--- config.mk ---
export PLATFORM = sky130hd
export DESIGN_NAME = sketch_ingest_feeder
export DESIGN_NICKNAME = d
export VERILOG_FILES = /design/src/rtl/sketch_ingest_feeder.sv
export SDC_FILE = /design/constraint.sdc
export NUM_CORES = 2
export LEC_CHECK = 0
export CORE_MARGIN = 5
export CORE_UTILIZATION = 45
export DETAILED_ROUTE_END_ITERATION = 10
export GPL_ROUTABILITY_DRIVEN = 0
export PLACE_DENSITY = 0.72
export SLEW_MARGIN = 20
export SYNTH_ARGS = -nofsm -noshare
export SYNTH_HDL_FRONTEND = slang
export SYNTH_SLANG_ARGS = --single-unit
--- constraint.sdc ---
create_clock -name clk -period 4.7 [get_ports clk]
set_input_delay 0.705 -clock clk [delete_from_list [all_inputs] [get_ports clk]]
set_output_delay 0.705 -clock clk [all_outputs]
set_load 0.005 [all_outputs]
--- src/rtl/sketch_ingest_feeder.sv ---
// sketch_ingest_feeder: front end for the distribution sketch.
// Buffers (flow ID, latency) records in a FIFO and feeds them one at a time
// into the sketch insert handshake. Quantile queries are held in a single
// slot and issued to the search handshake only after every record accepted
// before the query has been inserted (or aborted).
//
// Ports:
//   clk, rst                      clock, async active-low reset
//   rec_valid_i/rec_ready_o       record write handshake, rec_id_i/rec_latency_i payload
//   cfg_freq_th_i                 frequency threshold, sampled while idle
//   qry_valid_i/qry_ready_o       query load handshake, qry_id_i/qry_quantile_i payload
//   insert_o, insert_*_o          sketch insert request and data
//   insert_end_i                  sketch insert completion
//   search_o, search_*_o          sketch search request and data
//   search_end_i/search_latency_i sketch search completion and result
//   result_valid_o/result_latency_o  one-cycle result strobe, held result value
//   err_timeout_o                 one-cycle pulse when an operation is aborted
//   stat_ins_cnt_o/stat_to_cnt_o  completed inserts / aborts
//
// Optional feature: define FEEDER_STATS_EN to build the statistics counters;
// otherwise both stat outputs are tied to zero.
module sketch_ingest_feeder #(
   parameter int unsigned DEPTH    = 16,
   parameter int unsigned WAIT_MAX = 1024
) (
   input  logic        clk,
   input  logic        rst,
   input  logic        rec_valid_i,
   output logic        rec_ready_o,
   input  logic [63:0] rec_id_i,
   input  logic [63:0] rec_latency_i,
   input  logic [63:0] cfg_freq_th_i,
   input  logic        qry_valid_i,
   output logic        qry_ready_o,
   input  logic [63:0] qry_id_i,
   input  logic [63:0] qry_quantile_i,
   output logic        insert_o,
   output logic [63:0] insert_id_o,
   output logic [63:0] insert_latency_o,
   output logic [63:0] insert_freq_th_o,
   input  logic        insert_end_i,
   output logic        search_o,
   output logic [63:0] search_id_o,
   output logic [63:0] search_quantile_o,
   input  logic        search_end_i,
   input  logic [63:0] search_latency_i,
   output logic        result_valid_o,
   output logic [63:0] result_latency_o,
   output logic        err_timeout_o,
   output logic [31:0] stat_ins_cnt_o,
   output logic [15:0] stat_to_cnt_o
);

   localparam int unsigned AW = (DEPTH > 1) ? $clog2(DEPTH) : 1;
   localparam int unsigned CW = AW + 1;
   localparam int unsigned WW = $clog2(WAIT_MAX + 1);

   typedef enum logic [1:0] {S_IDLE, S_INSERT, S_GAP, S_SEARCH} state_t;

   state_t        r_state, w_state_nxt;
   logic [63:0]   r_mem_id  [DEPTH];
   logic [63:0]   r_mem_lat [DEPTH];
   logic [AW-1:0] r_wr_ptr, r_rd_ptr;
   logic [CW-1:0] r_count, w_count_nxt, r_pending;
   logic          r_rec_ready, r_qry_ready;
   logic [63:0]   r_qry_id, r_qry_q;
   logic          r_insert, r_search;
   logic [63:0]   r_ins_id, r_ins_lat, r_freq_th, r_res_lat;
   logic          r_res_valid, r_err;
   logic [WW-1:0] r_wait;
   logic          w_wr, w_qry_ld, w_pop, w_ins_done, w_srch_done, w_abort, w_qry_free;
   logic          w_wait_hit;

   assign w_wr        = rec_valid_i && r_rec_ready;
   assign w_qry_ld    = qry_valid_i && r_qry_ready;
   assign w_count_nxt = r_count + CW'(w_wr) - CW'(w_pop);
   assign w_wait_hit  = (r_wait >= WW'(WAIT_MAX - 1));

   // Record storage: payload only, no reset needed
   always_ff @(posedge clk) begin
      if (w_wr) begin
         r_mem_id[r_wr_ptr]  <= rec_id_i;
         r_mem_lat[r_wr_ptr] <= rec_latency_i;
      end
   end

   // Next-state and handshake decode; completions only count while the strobe is up
   always_comb begin
      w_state_nxt = r_state;
      w_pop       = 1'b0;
      w_ins_done  = 1'b0;
      w_srch_done = 1'b0;
      w_abort     = 1'b0;
      w_qry_free  = 1'b0;
      case (r_state)
         S_IDLE: begin
            if (!r_qry_ready && (r_pending == '0)) w_state_nxt = S_SEARCH;
            else if (r_count != '0)                  w_state_nxt = S_INSERT;
         end
         S_INSERT: begin
            if (r_insert) begin
               if (insert_end_i) begin
                  w_pop       = 1'b1;
                  w_ins_done  = 1'b1;
                  w_state_nxt = S_GAP;
               end else if (w_wait_hit) begin
                  w_pop       = 1'b1;
                  w_abort     = 1'b1;
                  w_state_nxt = S_GAP;
               end
            end
         end
         S_SEARCH: begin
            if (r_search) begin
               if (search_end_i) begin
                  w_srch_done = 1'b1;
                  w_qry_free  = 1'b1;
                  w_state_nxt = S_GAP;
               end else if (w_wait_hit) begin
                  w_qry_free  = 1'b1;
                  w_abort     = 1'b1;
                  w_state_nxt = S_GAP;
               end
            end
         end
         default: w_state_nxt = S_IDLE;
      endcase
   end

   // State, FIFO pointers, and registered strobes
   always_ff @(posedge clk or negedge rst) begin
      if (!rst) begin
         r_state     <= S_IDLE;
         r_wr_ptr    <= '0;
         r_rd_ptr    <= '0;
         r_count     <= '0;
         r_rec_ready <= 1'b1;
         r_insert    <= 1'b0;
         r_search    <= 1'b0;
         r_wait      <= '0;
         r_ins_id    <= '0;
         r_ins_lat   <= '0;
         r_freq_th   <= '0;
         r_res_valid <= 1'b0;
         r_res_lat   <= '0;
         r_err       <= 1'b0;
      end else begin
         r_state     <= w_state_nxt;
         r_count     <= w_count_nxt;
         r_rec_ready <= (w_count_nxt != CW'(DEPTH));
         if (w_wr)  r_wr_ptr <= r_wr_ptr + AW'(1);
         if (w_pop) r_rd_ptr <= r_rd_ptr + AW'(1);
         // Strobes rise one cycle after the state is entered and drop on the completing edge
         r_insert    <= (r_state == S_INSERT) && (w_state_nxt == S_INSERT);
         r_search    <= (r_state == S_SEARCH) && (w_state_nxt == S_SEARCH);
         // Wait counter is held clear while idle, so every operation starts from zero
         if (r_state == S_IDLE)
            r_wait <= '0;
         else if ((r_insert || r_search) && (r_wait != WW'(WAIT_MAX)))
            r_wait <= r_wait + WW'(1);
         if ((r_state == S_IDLE) && (w_state_nxt == S_INSERT)) begin
            r_ins_id  <= r_mem_id[r_rd_ptr];
            r_ins_lat <= r_mem_lat[r_rd_ptr];
         end
         if (r_state == S_IDLE) r_freq_th <= cfg_freq_th_i;
         r_res_valid <= w_srch_done;
         if (w_srch_done) r_res_lat <= search_latency_i;
         r_err       <= w_abort;
      end
   end

   // Query slot; pending counts records ahead of the query, including one written this cycle
   always_ff @(posedge clk or negedge rst) begin
      if (!rst) begin
         r_qry_ready <= 1'b1;
         r_qry_id    <= '0;
         r_qry_q     <= '0;
         r_pending   <= '0;
      end else if (w_qry_ld) begin
         r_qry_ready <= 1'b0;
         r_qry_id    <= qry_id_i;
         r_qry_q     <= qry_quantile_i;
         r_pending   <= w_count_nxt;
      end else begin
         if (w_qry_free) r_qry_ready <= 1'b1;
         if (w_pop && (r_pending != '0)) r_pending <= r_pending - CW'(1);
      end
   end

`ifdef FEEDER_STATS_EN
   logic [31:0] r_ins_cnt;
   logic [15:0] r_to_cnt;

   // Completed inserts wrap; aborts saturate
   always_ff @(posedge clk or negedge rst) begin
      if (!rst) begin
         r_ins_cnt <= '0;
         r_to_cnt  <= '0;
      end else begin
         if (w_ins_done) r_ins_cnt <= r_ins_cnt + 32'd1;
         if (w_abort && (r_to_cnt != 16'hFFFF)) r_to_cnt <= r_to_cnt + 16'd1;
      end
   end

   assign stat_ins_cnt_o = r_ins_cnt;
   assign stat_to_cnt_o  = r_to_cnt;
`else
   assign stat_ins_cnt_o = '0;
   assign stat_to_cnt_o  = '0;
`endif

   assign rec_ready_o       = r_rec_ready;
   assign qry_ready_o       = r_qry_ready;
   assign insert_o          = r_insert;
   assign insert_id_o       = r_ins_id;
   assign insert_latency_o  = r_ins_lat;
   assign insert_freq_th_o  = r_freq_th;
   assign search_o          = r_search;
   assign search_id_o       = r_qry_id;
   assign search_quantile_o = r_qry_q;
   assign result_valid_o    = r_res_valid;
   assign result_latency_o  = r_res_lat;
   assign err_timeout_o     = r_err;

endmodule
==> results.py <==
metrics = {
    "clock_network": {
        "cts_sinks": 2469,
        "clk-insertion-delay-late_ns": 0.87,
        "cts_setup_buffers": 0,
        "cts_buffer_depth": 3,
        "htree_levels": 4,
        "cts_made_buffers": 241,
        "cts.clk_slew.worst_paths_ns": 0.06,
        "cts.root.buffer_cell": "clkbuf_16",
        "cts_tree": "yes",
    },
    "critical_path": {
        "reg2reg_to": "rec_ready_o",
        "timing.rr.start": "r_wait[1]",
        "crit_chain": "ha_1 -> a21oi_1 -> o41ai_4 -> nand3_1 -> inv_1 -> ha_1 -> inv_1 -> ha_1 -> inv_1 -> fa_1 -> inv_1 -> or3_1 -> or4_1",
        "cp-end-kind": "flop",
        "cp.arrival_ns": 4.46,
        "slowest_delay_ns": 0.55,
        "cp_slowest_cell": "fa_1",
        "worstSetupStartpointType": "flop",
        "cpMostUsedCell": "inv_1",
        "cp.required_ns": 5.48,
        "cp_max_fo": 8,
        "regToRegSetupSlack_ns": 1.01,
        "worstSetupPathType": "reg2reg",
        "reg2reg_depth": 13,
    },
    "drt": {
        "drc": 0,
        "first_pass_iters": 5,
        "drt_iter0_drc": 4803,
        "vias_per_cell": 5.75,
        "routed_wl_um": 253000,
        "num_vias": 46631,
        "drtAntennaViolNets": 0,
        "wl_per_cell_um": 31.2,
    },
    "final_layout": {
        "drive_gt1_frac": 0.248,
        "final_nets": 5572,
        "finish.utilization": 0.549,
        "area_delta_synth_final_pct": 21.8,
    },
    "worst_hold_path": {
        "hold_path_class": "in2reg",
        "min_from": "qry_valid_i",
        "min_path_cells": 2,
        "hold-path-endpoint": "qry_ready_o",
    },
    "global_routing": {
        "grt-ovfl-total": 0,
        "antenna_found_initial": 60,
        "grt_pass1_vias": 48204,
        "grt_start_max_net_pins": 88,
        "grt_first_pass_wirelength_um": 361000,
        "grt_usage": 0.230,
    },
    "timing": {
        "hold_viol": 0,
        "relSlewSlack": 0.328,
        "period_needed_ns": 3.69,
        "final.setup_skew_ns": 0.0403,
        "fin_crit_sh": 0.784,
        "fmax_ghz": 0.271,
        "setup_viol": 0,
        "totalNegativeSetupSlack_ns": 0,
        "drv_slew": 0,
        "rsz0062_at_grt": "no",
        "worst_pin_slew_ns": 1.01,
        "fin_ws_ns": 1.01,
    },
    "placement": {
        "io_buffers": 779,
        "place_ws_ns": 0.741,
        "hpwl_um": 160000,
    },
    "logic_synthesis": {
        "syn_area_per_cell_sq_um": 22.2,
        "netlist_area_sq_um": 93200,
        "ys_warn_count": 0,
        "ys_top_cells_by_count": "2048 x edfxtp_1, 512 x mux4_2, 419 x dfrtp_1",
        "synth_most_common_cell": "edfxtp_1",
        "netlist-cell-type-count": 57,
        "seq_area_frac_synth": 0.773,
        "syn_inst": 4199,
        "async_flop_share": 0.171,
        "synth_top_area_share": 0.660,
        "ys_seq_elements": 2469,
        "yosysTopAreaCell": "edfxtp_1",
        "ys.flop_type": "edfxtp_1",
        "synth_top_cells_by_area": "edfxtp_1 66%, mux4_2 12%, dfrtp_1 11%",
        "synth_edf_count": 2048,
    },
    "pwr": {
        "ir_worst_vdd_v": 0.000401,
        "p_per_area_nw_per_um2": 609,
        "power_uw": 69100,
        "p_leak_uw": 0.0381,
    },
    "floorplanning": {
        "die_area_sq_um": 216000,
        "rows": 167,
        "die_y_um": 465,
        "start_util": 0.451,
        "core_sq_um": 207000,
        "dieWidth_um": 465,
        "boundaryPins": 828,
    },
    "job": {
        "cap_violations": 0,
    },
    "outcome": {
        "status": "completed",
    },
}
==> power by group <==
part	leakage, uW	internal [uW]	switching, uW
Sequential	0.0236	27400	2270
Combinational	0.0106	10200	9760
Clock	0.00392	11100	8350
Total	0.0381	48700	20400
==> final cells by class <==
cell class	count	area, sq um
fillers	15366	93200
flip-flops and latches	2469	72000
multi-input cells	1490	20000
repair buffers	943	9800
clock buffers	342	6700
well taps	2704	3380
clock inverters	119	1380
inverters	22	82.6
diodes	20	50.0
==> registers in the layout (all words and copies together) (netlist names), 5 cells and up <==
signal and count:
insert_freq_th_o 64, r_wait 11, r_mem_id 1024, search_id_o 64, r_mem_lat 1024, r_count 5, result_latency_o 64, insert_latency_o 64
insert_id_o 64, r_pending 5, search_quantile_o 64
==> critical path, delay by kind of cell (launching register included) <==
| kind | cells | cell delay, ns |
|---|---|---|
| buffers and inverters | 4 | 0.29 |
| and+or+nand+nor | 3 | 1.04 |
| DFF | 1 | 0.43 |
| AOI/OAI and AO/OA | 2 | 0.64 |
| adders and majority gates | 4 | 1.18 |
==> routing by layer <==
| metal | GRT usage | share of wire | vias up |
|---|---|---|---|
| li1 | - | - | 19244 |
| met1 | 0.298 | 0.38 | 24901 |
| met2 | 0.391 | 0.51 | 2080 |
| met3 | 0.0551 | 0.077 | 378 |
| met4 | 0.0665 | 0.029 | 28 |
| met5 | 0 | 0.00086 | - |
==> worst max-delay path by stage <==
stage	slack [ns]	depth (start not counted)	endpoint	startpoint
2_1_floorplan	0.09	3	r_mem_id[10][0]	rec_valid_i
4_1_cts	1.01	13	rec_ready_o	r_wait[1]
6_report	1.01	13	rec_ready_o	r_wait[1]
3_5_place_dp	0.74	13	rec_ready_o	insert_end_i
5_1_grt	0.77	13	rec_ready_o	r_wait[1]
3_3_place_gp	0.61	13	rec_ready_o	insert_end_i
==> cells in the final DEF (no fill, tap or decap), types with 4 or more instances in the layout <==
master           instances
diode_2                 20
nand4_1                  4
a31oi_1                  5
conb_1                  48
buf_4                  102
clkinv_4                 4
clkinv_2                45
and2_4                  13
nor3_1                   5
nand3_1                  7
xor2_1                   4
clkdlybuf4s50_1        778
mux2_2                 257
clkinv_16                7
a21oi_1                  8
nor2_1                  17
inv_1                   22
and3_4                   4
clkbuf_8                27
ha_1                    14
mux2i_1                257
buf_12                  61
clkinv_1                20
o21ai_0                  5
clkbuf_1                73
inv_6                    6
o221ai_1               128
xnor2_1                 11
mux4_2                 512
clkbuf_16              242
clkinvlp_4              12
and3_1                   5
nand2_1                137
edfxtp_1              2048
dfrtp_1                416
bufinv_16               20
==> repair_timing <==
item                      in CTS  in global routing
hold endpoints to repair      73                  0
hold buffers                   1                  0
gates resized for setup        0                  0
==> cell families (layout without fill, tap and decap cells) <==
family | Yosys count | in the layout | share of synthesized area
DFF | 2469 | 2469 | 0.773
xor gates and xnor gates | 15 | 15 | 0.00141
and+or+nand+nor | 222 | 222 | 0.0110
buffers and inverters | 287 | 1426 | 0.0149
muxes | 1027 | 1027 | 0.183
other | 1 | 68 | 0.0000402
AOI/OAI and AO/OA | 163 | 163 | 0.0149
adders and majority gates | 15 | 15 | 0.00209
==> per-stage QoR <==
stage	instances	area, sq um	hold slack (ns)
6_report	8109	113000	0.438
3_3_place_gp	7627	105000	0.475
3_5_place_dp	7627	105000	0.479
2_1_floorplan	4246	93400	0.409
5_1_grt	8101	113000	0.398
4_1_cts	8089	113000	0.355
Power figures use the tool's default switching activity.
